**src/rtl/sprite_pos_writer.sv**
```systemverilog
// Avalon-MM master that flushes dirty sprite position registers to the display on commit.
// Latency: commit -> SCAN next cycle, one cycle per index scanned, write per dirty index, done after last accept.
// Backpressure: write/address/writedata held while waitrequest=1; one commit may queue, further ones set overrun.
module sprite_pos_writer #(
    parameter int NREGS     = 10,
    parameter int BASE_ADDR = 0
) (
    input  logic        clk,
    input  logic        reset,
    input  logic        upd_valid,
    input  logic [3:0]  upd_idx,
    input  logic [7:0]  upd_data,
    input  logic        commit,
    output logic        busy,
    output logic        done,
    output logic        overrun,
    output logic [8:0]  address,
    output logic [31:0] writedata,
    output logic        write,
    output logic        chipselect,
    input  logic        waitrequest
);

    typedef enum logic [1:0] {IDLE, SCAN, WRITE, DONE} state_t;

    typedef struct packed {
        logic [8:0]  address;
        logic [31:0] writedata;
        logic        write;
    } bus_t;

    localparam logic [4:0] NREGS5 = 5'(NREGS);
    localparam logic [3:0] LAST   = 4'(NREGS - 1);
    localparam logic [8:0] BASE9  = 9'(BASE_ADDR);

    state_t                  state, state_n;
    logic [3:0]              idx, idx_n;
    logic [NREGS-1:0][7:0]   shadow, shadow_n, shadow_upd;
    logic [NREGS-1:0][7:0]   snap, snap_n;
    logic [NREGS-1:0]        dirty, dirty_n, dirty_upd;
    logic [NREGS-1:0]        pending, pending_n, pending_rest;
    logic                    queued, queued_n;
    logic                    overrun_n;
    logic                    busy_n, done_n;
    logic                    upd_hit, capture;
    bus_t                    bus_q, bus_n;

    always_comb begin
        upd_hit    = upd_valid && ({1'b0, upd_idx} < NREGS5);
        shadow_upd = shadow;
        dirty_upd  = dirty;
        if (upd_hit) begin
            shadow_upd[upd_idx] = upd_data;
            dirty_upd[upd_idx]  = 1'b1;
        end

        pending_rest      = pending;
        pending_rest[idx] = 1'b0;

        state_n   = state;
        idx_n     = idx;
        shadow_n  = shadow_upd;
        dirty_n   = dirty_upd;
        snap_n    = snap;
        pending_n = pending;
        queued_n  = queued;
        overrun_n = overrun;
        bus_n     = bus_q;
        capture   = 1'b0;

        case (state)
            IDLE: begin
                // A commit queued during the final DONE cycle is picked up here.
                if (commit || queued) begin
                    queued_n = 1'b0;
                    if (dirty_upd == '0) begin
                        state_n = DONE;
                    end else begin
                        capture = 1'b1;
                        idx_n   = 4'd0;
                        state_n = SCAN;
                    end
                end
            end
            SCAN: begin
                if (pending[idx]) begin
                    bus_n.address   = BASE9 + {5'b0, idx};
                    bus_n.writedata = {24'b0, snap[idx]};
                    bus_n.write     = 1'b1;
                    state_n         = WRITE;
                end else if (idx == LAST) begin
                    state_n = DONE;
                end else begin
                    idx_n = idx + 4'd1;
                end
            end
            WRITE: begin
                if (!waitrequest) begin
                    bus_n.write = 1'b0;
                    pending_n   = pending_rest;
                    // Nothing left above this index: finish without scanning the tail.
                    if (idx == LAST || pending_rest == '0) begin
                        state_n = DONE;
                    end else begin
                        idx_n   = idx + 4'd1;
                        state_n = SCAN;
                    end
                end
            end
            DONE: begin
                if (queued) begin
                    queued_n = 1'b0;
                    capture  = 1'b1;
                    idx_n    = 4'd0;
                    state_n  = SCAN;
                end else begin
                    state_n = IDLE;
                end
            end
            default: state_n = IDLE;
        endcase

        if (commit && state != IDLE) begin
            if (queued) begin
                overrun_n = 1'b1;
            end else begin
                queued_n = 1'b1;
            end
        end

        if (capture) begin
            snap_n    = shadow_upd;
            pending_n = dirty_upd;
            dirty_n   = '0;
        end

        busy_n = (state_n == SCAN) || (state_n == WRITE);
        done_n = (state_n == DONE);
    end

    always_ff @(posedge clk or posedge reset) begin
        if (reset) begin
            state   <= IDLE;
            idx     <= 4'd0;
            shadow  <= '0;
            snap    <= '0;
            dirty   <= '0;
            pending <= '0;
            queued  <= 1'b0;
            overrun <= 1'b0;
            busy    <= 1'b0;
            done    <= 1'b0;
            bus_q   <= '0;
        end else begin
            state   <= state_n;
            idx     <= idx_n;
            shadow  <= shadow_n;
            snap    <= snap_n;
            dirty   <= dirty_n;
            pending <= pending_n;
            queued  <= queued_n;
            overrun <= overrun_n;
            busy    <= busy_n;
            done    <= done_n;
            bus_q   <= bus_n;
        end
    end

    assign address    = bus_q.address;
    assign writedata  = bus_q.writedata;
    assign write      = bus_q.write;
    assign chipselect = bus_q.write;

endmodule

```
**config.mk**
```make
export PLATFORM = sky130hd
export DESIGN_NAME = sprite_pos_writer
export DESIGN_NICKNAME = d
export VERILOG_FILES = /design/src/rtl/sprite_pos_writer.sv
export SDC_FILE = /design/constraint.sdc
export NUM_CORES = 1
export LEC_CHECK = 0
export ABC_CLOCK_PERIOD_IN_PS = 10700
export CAP_MARGIN = 20
export CORE_ASPECT_RATIO = 1.2
export CORE_UTILIZATION = 35
export DETAILED_ROUTE_END_ITERATION = 8
export MAX_ROUTING_LAYER = met4
export SETUP_SLACK_MARGIN = 0.4
export SYNTH_ARGS = -nofsm -noshare
export SYNTH_HDL_FRONTEND = slang
export SYNTH_SLANG_ARGS = --single-unit
```
**constraint.sdc**
```tcl
create_clock -name clk -period 10.7 [get_ports clk]
set_input_delay 2.14 -clock clk [delete_from_list [all_inputs] [get_ports clk]]
set_output_delay 2.14 -clock clk [all_outputs]
set_load 0.02 [all_outputs]
```
==> impl_metrics.env <==
export IMPL_hold_class="flip-flop to flip-flop"
export IMPL_endpoint_kind="flip-flop"
export IMPL_nFillCells=2463
export IMPL_synth_common_cells="dfrtp_1 (203), nor2_1 (171), mux2_2 (91)"
export IMPL_final_period_utilization=0.439
export IMPL_initial_core_util=0.358
export IMPL_grt_pass1_wl_mm=32.7
export IMPL_die_area_sq_um=26900
export IMPL_clkSinkCount=203
export IMPL_gp_congestion=0.826
export IMPL_crit_type="input port to flip-flop"
export IMPL_synthArstFlopShare=1.00
export IMPL_multi_input_area_sq_um=3750
export IMPL_synthMostInstantiatedCell="dfrtp_1"
export IMPL_cp_arrival_ps=5080
export IMPL_status="finished clean"
export IMPL_die_x_um=150
export IMPL_grt_pass1_vias=5772
export IMPL_ir_drop_v=0.000118
export IMPL_ios=63
export IMPL_routedWlPerCell_um=17.9
export IMPL_final_nets=826
export IMPL_report_final_slew_viol_count=0
export IMPL_layout_drive_gt1_share=0.247
export IMPL_num_rows=64
export IMPL_vias_per_cell=4.98
export IMPL_synth_area_top_cells="dfrtp_1 (55%), mux2_2 (11%), nor2_1 (7.0%), mux2_4 (4.9%), mux4_2 (3.9%)"
export IMPL_finClkSkew_ps=9.06
export IMPL_synth_edf_count=0
export IMPL_antenna_found_initial=0
export IMPL_vias=5699
export IMPL_holdWs_ps=480
export IMPL_syn_to_final_growth_pct=14.6
export IMPL_clock_fmax_mhz=213
export IMPL_finalSetupTns_ps=0
export IMPL_final_min_clock_period_ps=4700
export IMPL_remaining_drc_errors=0
export IMPL_synth_seq_area_share=0.554
export IMPL_drt_pre_antenna_iters=4
export IMPL_grt_max_degree=127
export IMPL_cap_violations=0
export IMPL_rsz0062_at_grt="false"
export IMPL_setup_viol=0
export IMPL_cp_required_ps=11080
export IMPL_first_iter_violations=275
export IMPL_htreeDepth=1
export IMPL_cp_start_kind="input port"
export IMPL_postCtsHoldBufs=0
export IMPL_p_per_area_nw_per_um2=307
export IMPL_syn_instance_count=771
export IMPL_cts_resized_gates=0
export IMPL_grt_usage=0.165
export IMPL_portBuffers=33
export IMPL_synth_top_area_frac=0.554
export IMPL_hpwl_mm=12.2
export IMPL_synth_warning_count=0
export IMPL_syn_area_sq_um=9170
export IMPL_cts_buffer_depth=3
export IMPL_coreArea_sq_um=25600
export IMPL_clock_latency_ps=500
export IMPL_synthFlopType="dfrtp_1"
export IMPL_synth_top_area_cell="dfrtp_1"
export IMPL_grt_ovfl_total=0
export IMPL_insertedDiodeCount=0
export IMPL_hold_violations=0
export IMPL_synth_avg_cell_area_sq_um=11.9
export IMPL_final_util=0.410
export IMPL_cts_made_buffers=22
export IMPL_clk_pin_slew_ps=60
export IMPL_antenna_left=0
export IMPL_clockRootBuffer="clkbuf_16"
export IMPL_cts_setup_buffers=0
export IMPL_tightestPinTransition_ps=1050
export IMPL_leakage_uw=0.00461
export IMPL_die_h_um=179
export IMPL_critPathMaxFanout=65
export IMPL_routed_wl_mm=20.5
export IMPL_finalPower_uw=3230
export IMPL_synth_cell_type_count=54
export IMPL_cts_tree="done"
export IMPL_synth_seq_cells=203
export IMPL_regArea_sq_um=5080
export IMPL_slew_headroom=0.298
==> power by group <==
group,switching [uW],internal (uW),total [uW]
Combinational,631,585,1220
Clock,311,483,795
Sequential,150,1060,1210
Total,1090,2130,3230
==> cells in the final DEF (no fill, tap or decap), drive strengths merged, types with 2 or more instances in the layout <==
| cell type | Yosys | layout |
|---|---|---|
| dfrtp | 203 | 203 |
| nor2 | 171 | 171 |
| mux2 | 123 | 123 |
| nand2 | 34 | 34 |
| clkdlybuf4s50 | 0 | 33 |
| clkbuf | 18 | 30 |
| conb | 1 | 29 |
| o21ai | 29 | 29 |
| a21oi | 19 | 19 |
| mux4 | 16 | 16 |
| inv | 14 | 15 |
| nand3 | 13 | 13 |
| buf | 50 | 12 |
| ha | 9 | 9 |
| a22o | 8 | 8 |
| nand3b | 6 | 6 |
| nor2b | 6 | 6 |
| mux2i | 6 | 6 |
| clkinv | 0 | 6 |
| nand2b | 4 | 4 |
| a31oi | 3 | 3 |
| o211ai | 3 | 3 |
| nor3b | 3 | 3 |
| nor3 | 3 | 3 |
| or2 | 2 | 2 |
| o21bai | 2 | 2 |
| nand4 | 2 | 2 |
| o22ai | 2 | 2 |
| o22a | 2 | 2 |
| bufinv | 0 | 2 |
| or4 | 2 | 2 |
| or3b | 2 | 2 |
==> path summary, 6_finish.rpt <==
kind / end / start / slack (ps) / depth (start not counted)
min: address[3] / address[3] / 480 / 2
min in group asynchronous: overrun / reset / 2210 / 2
max: snap[79] / upd_idx[2] / 6000 / 7
min reg2reg: address[3] / address[3] / 480 / 2
max in group asynchronous: snap[58] / reset / 7320 / 4
max reg2reg: snap[79] / state[0] / 7620 / 7
==> sequential cells by signal, indices dropped and copies added (netlist names) <==
signal	flops
address	4
busy	1
chipselect	1
dirty	10
done	1
idx	4
overrun	1
pending	10
queued	1
shadow	80
snap	80
state	2
writedata	8
==> worst max-delay path, stage by stage <==
cell and delay, ps:
clkdlybuf4s50_1 530, o21ai_1 280, a2111oi_4 130, o31ai_1 330, and3_4 490, buf_4 770
mux2_4 350
==> metrics by stage <==
stage,worst slack (ps),cell area [sq um],cells
detailed placement,5500,9720,1105
CTS,5970,10500,1144
floorplan,3020,9280,799
finish,6000,10500,1145
global route,5740,10500,1145
global placement,5470,9720,1105
==> cell families (layout without fill, tap and decap cells) <==
group,after synthesis,in the layout,share of synthesized area
simple gates,253,253,0.120
flops,203,203,0.554
fa+ha+maj,9,9,0.0123
buf+inv,82,98,0.0501
other cells,1,29,0.000409
mux,145,145,0.209
compound gates,78,78,0.0547
==> area by class of cell <==
class,instances,area share
clock inverters,9,0.0104
flip-flops and latches,203,0.483
repair buffers,45,0.0419
inverters,14,0.00571
multi-input cells,514,0.357
well taps,330,0.0393
clock buffers,30,0.0629
==> routing by layer <==
layer | vias up | track usage | wire (um)
met5 | - | - | 0
met4 | 0 | 0.0455 | 377
met3 | 28 | 0.0238 | 564
met2 | 85 | 0.280 | 10300
met1 | 2947 | 0.204 | 9250
li1 | 2639 | - | -
(Power assumes the default switching activity.)
